File: src/rtl/tim_copy_pkg.sv
// Shared types for the TIM word-copy engine: FSM state encoding and the
// architectural register bundle carried between cycles.
package tim_copy_wires;

  typedef enum logic [2:0] {
    IDLE   = 3'd0,
    READ   = 3'd1,
    WAIT_R = 3'd2,
    WRITE  = 3'd3,
    WAIT_W = 3'd4,
    DONE   = 3'd5
  } state_t;

  // count is held at full 32-bit width so the struct stays independent of LEN_WIDTH
  typedef struct packed {
    state_t      state;
    logic [31:0] src;
    logic [31:0] dst;
    logic [31:0] count;
    logic [31:0] data;
  } regs_t;

endpackage

File: src/rtl/tim_copy.sv
// Word-by-word memory copy engine driving a valid/ready tightly-coupled memory
// port; one read then one write per word, never more than one request in flight.
module tim_copy
  import tim_copy_wires::*;
#(
  parameter int LEN_WIDTH = 16
) (
  input  logic                 reset,
  input  logic                 clock,
  input  logic                 start,
  input  logic [31:0]          src_addr,
  input  logic [31:0]          dst_addr,
  input  logic [LEN_WIDTH-1:0] length,
  output logic                 busy,
  output logic                 done,
  output logic                 mem_valid,
  output logic                 mem_instr,
  output logic [31:0]          mem_addr,
  output logic [31:0]          mem_wdata,
  output logic [3:0]           mem_wstrb,
  input  logic [31:0]          mem_rdata,
  input  logic                 mem_ready
);

  regs_t regs_reg;
  regs_t regs_next;

  always_comb begin
    regs_next = regs_reg;
    busy      = (regs_reg.state != IDLE);
    done      = 1'b0;
    mem_valid = 1'b0;
    mem_instr = 1'b0;
    mem_addr  = 32'h0;
    mem_wdata = 32'h0;
    mem_wstrb = 4'h0;

    case (regs_reg.state)
      IDLE: begin
        if (start) begin
          regs_next.src   = {src_addr[31:2], 2'b00};
          regs_next.dst   = {dst_addr[31:2], 2'b00};
          regs_next.count = 32'(length);
          regs_next.state = (length == '0) ? DONE : READ;
        end
      end
      READ: begin
        mem_valid       = 1'b1;
        mem_addr        = regs_reg.src;
        regs_next.state = WAIT_R;
      end
      WAIT_R: begin
        if (mem_ready) begin
          regs_next.data  = mem_rdata;
          regs_next.state = WRITE;
        end
      end
      WRITE: begin
        mem_valid       = 1'b1;
        mem_wstrb       = 4'hF;
        mem_addr        = regs_reg.dst;
        mem_wdata       = regs_reg.data;
        regs_next.state = WAIT_W;
      end
      WAIT_W: begin
        if (mem_ready) begin
          regs_next.src   = regs_reg.src + 32'd4;
          regs_next.dst   = regs_reg.dst + 32'd4;
          regs_next.count = regs_reg.count - 32'd1;
          regs_next.state = (regs_reg.count == 32'd1) ? DONE : READ;
        end
      end
      DONE: begin
        done            = 1'b1;
        regs_next.state = IDLE;
      end
      default: regs_next.state = IDLE;
    endcase
  end

  // Clearing to IDLE also drops any response still owed to a pre-reset request.
  always_ff @(posedge clock) begin
    if (!reset) begin
      regs_reg <= '0;
    end else begin
      regs_reg <= regs_next;
    end
  end

endmodule

File: config.mk
export PLATFORM = sky130hd
export DESIGN_NAME = tim_copy
export DESIGN_NICKNAME = d
export VERILOG_FILES = /design/src/rtl/tim_copy_pkg.sv /design/src/rtl/tim_copy.sv
export SDC_FILE = /design/constraint.sdc
export NUM_CORES = 1
export LEC_CHECK = 0
export CAP_MARGIN = 20
export CORE_ASPECT_RATIO = 0.75
export CORE_MARGIN = 3
export CORE_UTILIZATION = 50
export DETAILED_ROUTE_END_ITERATION = 12
export PLACE_DENSITY_LB_ADDON = 0.08
export SLEW_MARGIN = 20
export SYNTH_ARGS = -nofsm -noshare
export SYNTH_HDL_FRONTEND = slang
export SYNTH_SLANG_ARGS = --single-unit
File: constraint.sdc
create_clock -name clock -period 2.7 [get_ports clock]
set_input_delay 0.54 -clock clock [delete_from_list [all_inputs] [get_ports clock]]
set_output_delay 0.54 -clock clock [all_outputs]
set_load 0.01 [all_outputs]
==> impl_metrics.json, run 1 <==
{
  "status": "completed",
  "first_pass_iters": 5,
  "fin_crit_sh_pct": 95.9,
  "track_usage_pct": 30.2,
  "ys_seq_area_share_pct": 34.1,
  "avgSynthCellArea_um2": 7.50,
  "power_mw": 5.79,
  "cts_tree": "yes",
  "cp_max_fo": 36,
  "antenna_left": 0,
  "dieArea_mm2": 0.0164,
  "antenna_found_initial": 0,
  "maxCapViolations": 0,
  "yosysWarnings": 0,
  "clock-root-buffer": "clkbuf_16",
  "max_freq_ghz": 0.386,
  "finalCriticalPeriod_ns": 2.59,
  "finalSetupViolCount": 0,
  "io_pins": 188,
  "p_leak_nw": 3.51,
  "start_util_pct": 52.7,
  "p_per_area_mw_per_mm2": 566,
  "grt_max_degree": 68,
  "placed_cells": 1337,
  "rsz0062_at_grt": "false",
  "clk_latency_ns": 0.43,
  "crit_path_start_kind": "flop",
  "worstHoldPathType": "reg2reg",
  "core_mm2": 0.0142,
  "slew_headroom_pct": 54.5,
  "initialDrtViolationCount": 911,
  "finalInstanceArea_mm2": 0.0102,
  "cts_setup_buffers": 0,
  "path_clk_slew_ns": 0.06,
  "place_ws_ns": -0.0533,
  "wl_per_cell_um": 18.5,
  "max-vdd-ir-drop_uv": 425,
  "synthArstFlopShare_pct": 0,
  "grt_pass1_vias": 7680,
  "worst_slew_pin_slew_ns": 0.676,
  "crit_path_max_incr_delay_ns": 0.55,
  "multi_input_area_mm2": 0.00456,
  "areaGrowthSynthToFinish_pct": 37.2,
  "dpl.hpwl_um": 17600,
  "syn_area_mm2": 0.00746,
  "fp.dieH_um": 112,
  "fill_cells": 1169,
  "required_ns": 2.16,
  "cts_max_level": 4,
  "utilization_pct": 72.2,
  "portBuffers": 180,
  "cpMaxStageDelayCell": "clkdlybuf4s50_1",
  "avgViaCountPerCell": 6.12,
  "dpl_cell_area_mm2": 0.00963,
  "grt_overflow": 0,
  "drc": 0,
  "drive_above_1_share_pct": 9.37,
  "arrival_ns": 2.05,
  "synth_flop_cell": "dfxtp_1",
  "num_antenna_cells": 0,
  "setup_slack_ns": 0.112,
  "crit_type": "reg2out",
  "path_cells": "nand2b_1 -> nor2_2 -> buf_12 -> and2_1 -> clkdlybuf4s50_1",
  "die_width_um": 147,
  "clockBufferDepth": 2,
  "synth_cell_types": 68,
  "row_count": 37,
  "vias": 8377,
  "synth_seq_cells": 127,
  "synth_edf_count": 0,
  "cts_sinks": 127,
  "largest_reg_flops": 127,
  "cts_buffers": 17,
  "finClkSkew_ns": 0.0105,
  "report.final.slew_viol_count": 0,
  "fin_cells": 1369,
  "synthCells": 995,
  "drt_wl_total_um": 25400,
  "nets": 1281,
  "hold_viol_final": 0,
  "critPathCaptureType": "output pin",
  "register_area_mm2": 0.00254,
  "grt_first_pass_wirelength_um": 40800,
  "place_congestion": 0.938
}
[critical path: cells and delay by family, from the launching register on]
family / cells / cell delay, ns
buffers and inverters: 2 / 0.73
and+or+nand+nor: 3 / 0.52
DFF: 1 / 0.35
[placed cells by master, fill, tap and decap left out, types with 8 or more instances in the layout]
cell type        count
a211oi_1             8
a21oi_1             91
a22oi_1             10
a31oi_1             13
and2_1              39
and3_1               9
buf_4               50
clkbuf_16           17
clkdlybuf4s50_1    180
dfxtp_1            125
mux2i_1             44
nand2_1            145
nand3_1             42
nand4_1             29
nor2_1              83
nor3_1              34
nor4_1              20
o21ai_0             37
o22ai_1             11
or3_1               15
or4_1               15
xor2_1               8
[metal layers]
metal  vias up  GRT usage [%]  part of all wire, %  wire [um]
met2       477           46.3                   45      11400
met5         -              0                    0          0
met3        32           6.39                  9.9       2520
li1       3970              -                    -          -
met4         0           8.75                  1.5        371
met1      3898           42.8                   44      11000
[path summary, 6_finish.rpt]
check                                           startpoint                        end  slack, ns  cells past startpoint
worst max-delay path            regs_reg[130]$_SDFFE_PN0P_              mem_wdata[22]       0.11                      5
worst min-delay path             regs_reg[10]$_SDFFE_PN0P_  regs_reg[10]$_SDFFE_PN0P_       0.45                      2
worst max register to register  regs_reg[130]$_SDFFE_PN0P_  regs_reg[59]$_SDFFE_PN0P_       0.33                      7
worst min register to register   regs_reg[10]$_SDFFE_PN0P_  regs_reg[10]$_SDFFE_PN0P_       0.45                      2
[synthesized netlist by cell type (8+ instances only)]
master | n | share of area [%]
a211oi_1 | 8 | 0.81
a21oi_1 | 91 | 6.1
a22oi_1 | 10 | 1.0
a31oi_1 | 13 | 1.1
and2_1 | 39 | 3.3
and3_1 | 9 | 0.75
clkbuf_1 | 78 | 3.9
dfxtp_1 | 127 | 34
mux2i_1 | 44 | 5.9
nand2_1 | 145 | 7.3
nand3_1 | 42 | 2.8
nand4_1 | 29 | 2.4
nor2_1 | 85 | 4.3
nor3_1 | 35 | 2.3
nor3b_1 | 8 | 0.81
nor4_1 | 20 | 1.7
o21ai_0 | 37 | 2.5
o22ai_1 | 11 | 0.92
or3_1 | 15 | 1.3
or4_1 | 15 | 1.5
xor2_1 | 8 | 0.94
[cells by family after synthesis]
| family | count (synthesis) | share of synthesized area, % |
|---|---|---|
| xor+xnor | 9 | 1.06 |
| fa+ha+maj | 4 | 0.671 |
| mux | 45 | 6.05 |
| buf+inv | 97 | 5.30 |
| simple gates | 473 | 32.7 |
| other cells | 1 | 0.0503 |
| flops | 127 | 34.1 |
| compound gates | 239 | 20.1 |
[area by class of cell]
class | count | share of cell area [%]
flip-flops and latches | 127 | 24.9
inverters | 7 | 0.257
multi-input cells | 773 | 44.5
clock buffers | 19 | 4.33
repair buffers | 235 | 22.3
clock inverters | 13 | 1.37
well taps | 195 | 2.38
[repair_timing]
| action | 4_1_cts | 5_1_grt |
|---|---|---|
| resized for setup | 2 | 2 |
| pin swaps | 0 | 0 |
| hold buffers | 0 | 0 |
| endpoints found under the setup margin | 32 | 23 |
[per-stage QoR]
stage / TNS, ns / hold WS, ns
after floorplan: 0 / 0.432
after global placement: -0.0260 / 0.437
after detailed placement: -0.169 / 0.443
after CTS: 0 / 0.451
after global routing: 0 / 0.470
final: 0 / 0.448
[report_power, final]
| part | internal [mW] | switching (mW) | total [mW] |
|---|---|---|---|
| clock | 1.38 | 0.913 | 2.30 |
| combinational | 0.593 | 0.683 | 1.28 |
| sequential | 2.02 | 0.195 | 2.22 |
Power figures use the tool's default switching activity.
==> run 2, diff against run 1 <==
Settings changed: ABC_CLOCK_PERIOD_IN_PS set to 2700, TNS_END_PERCENT set to 1.
==> results of run 2 <==
The final DEF is identical to that of run 1; final timing and power are the same.
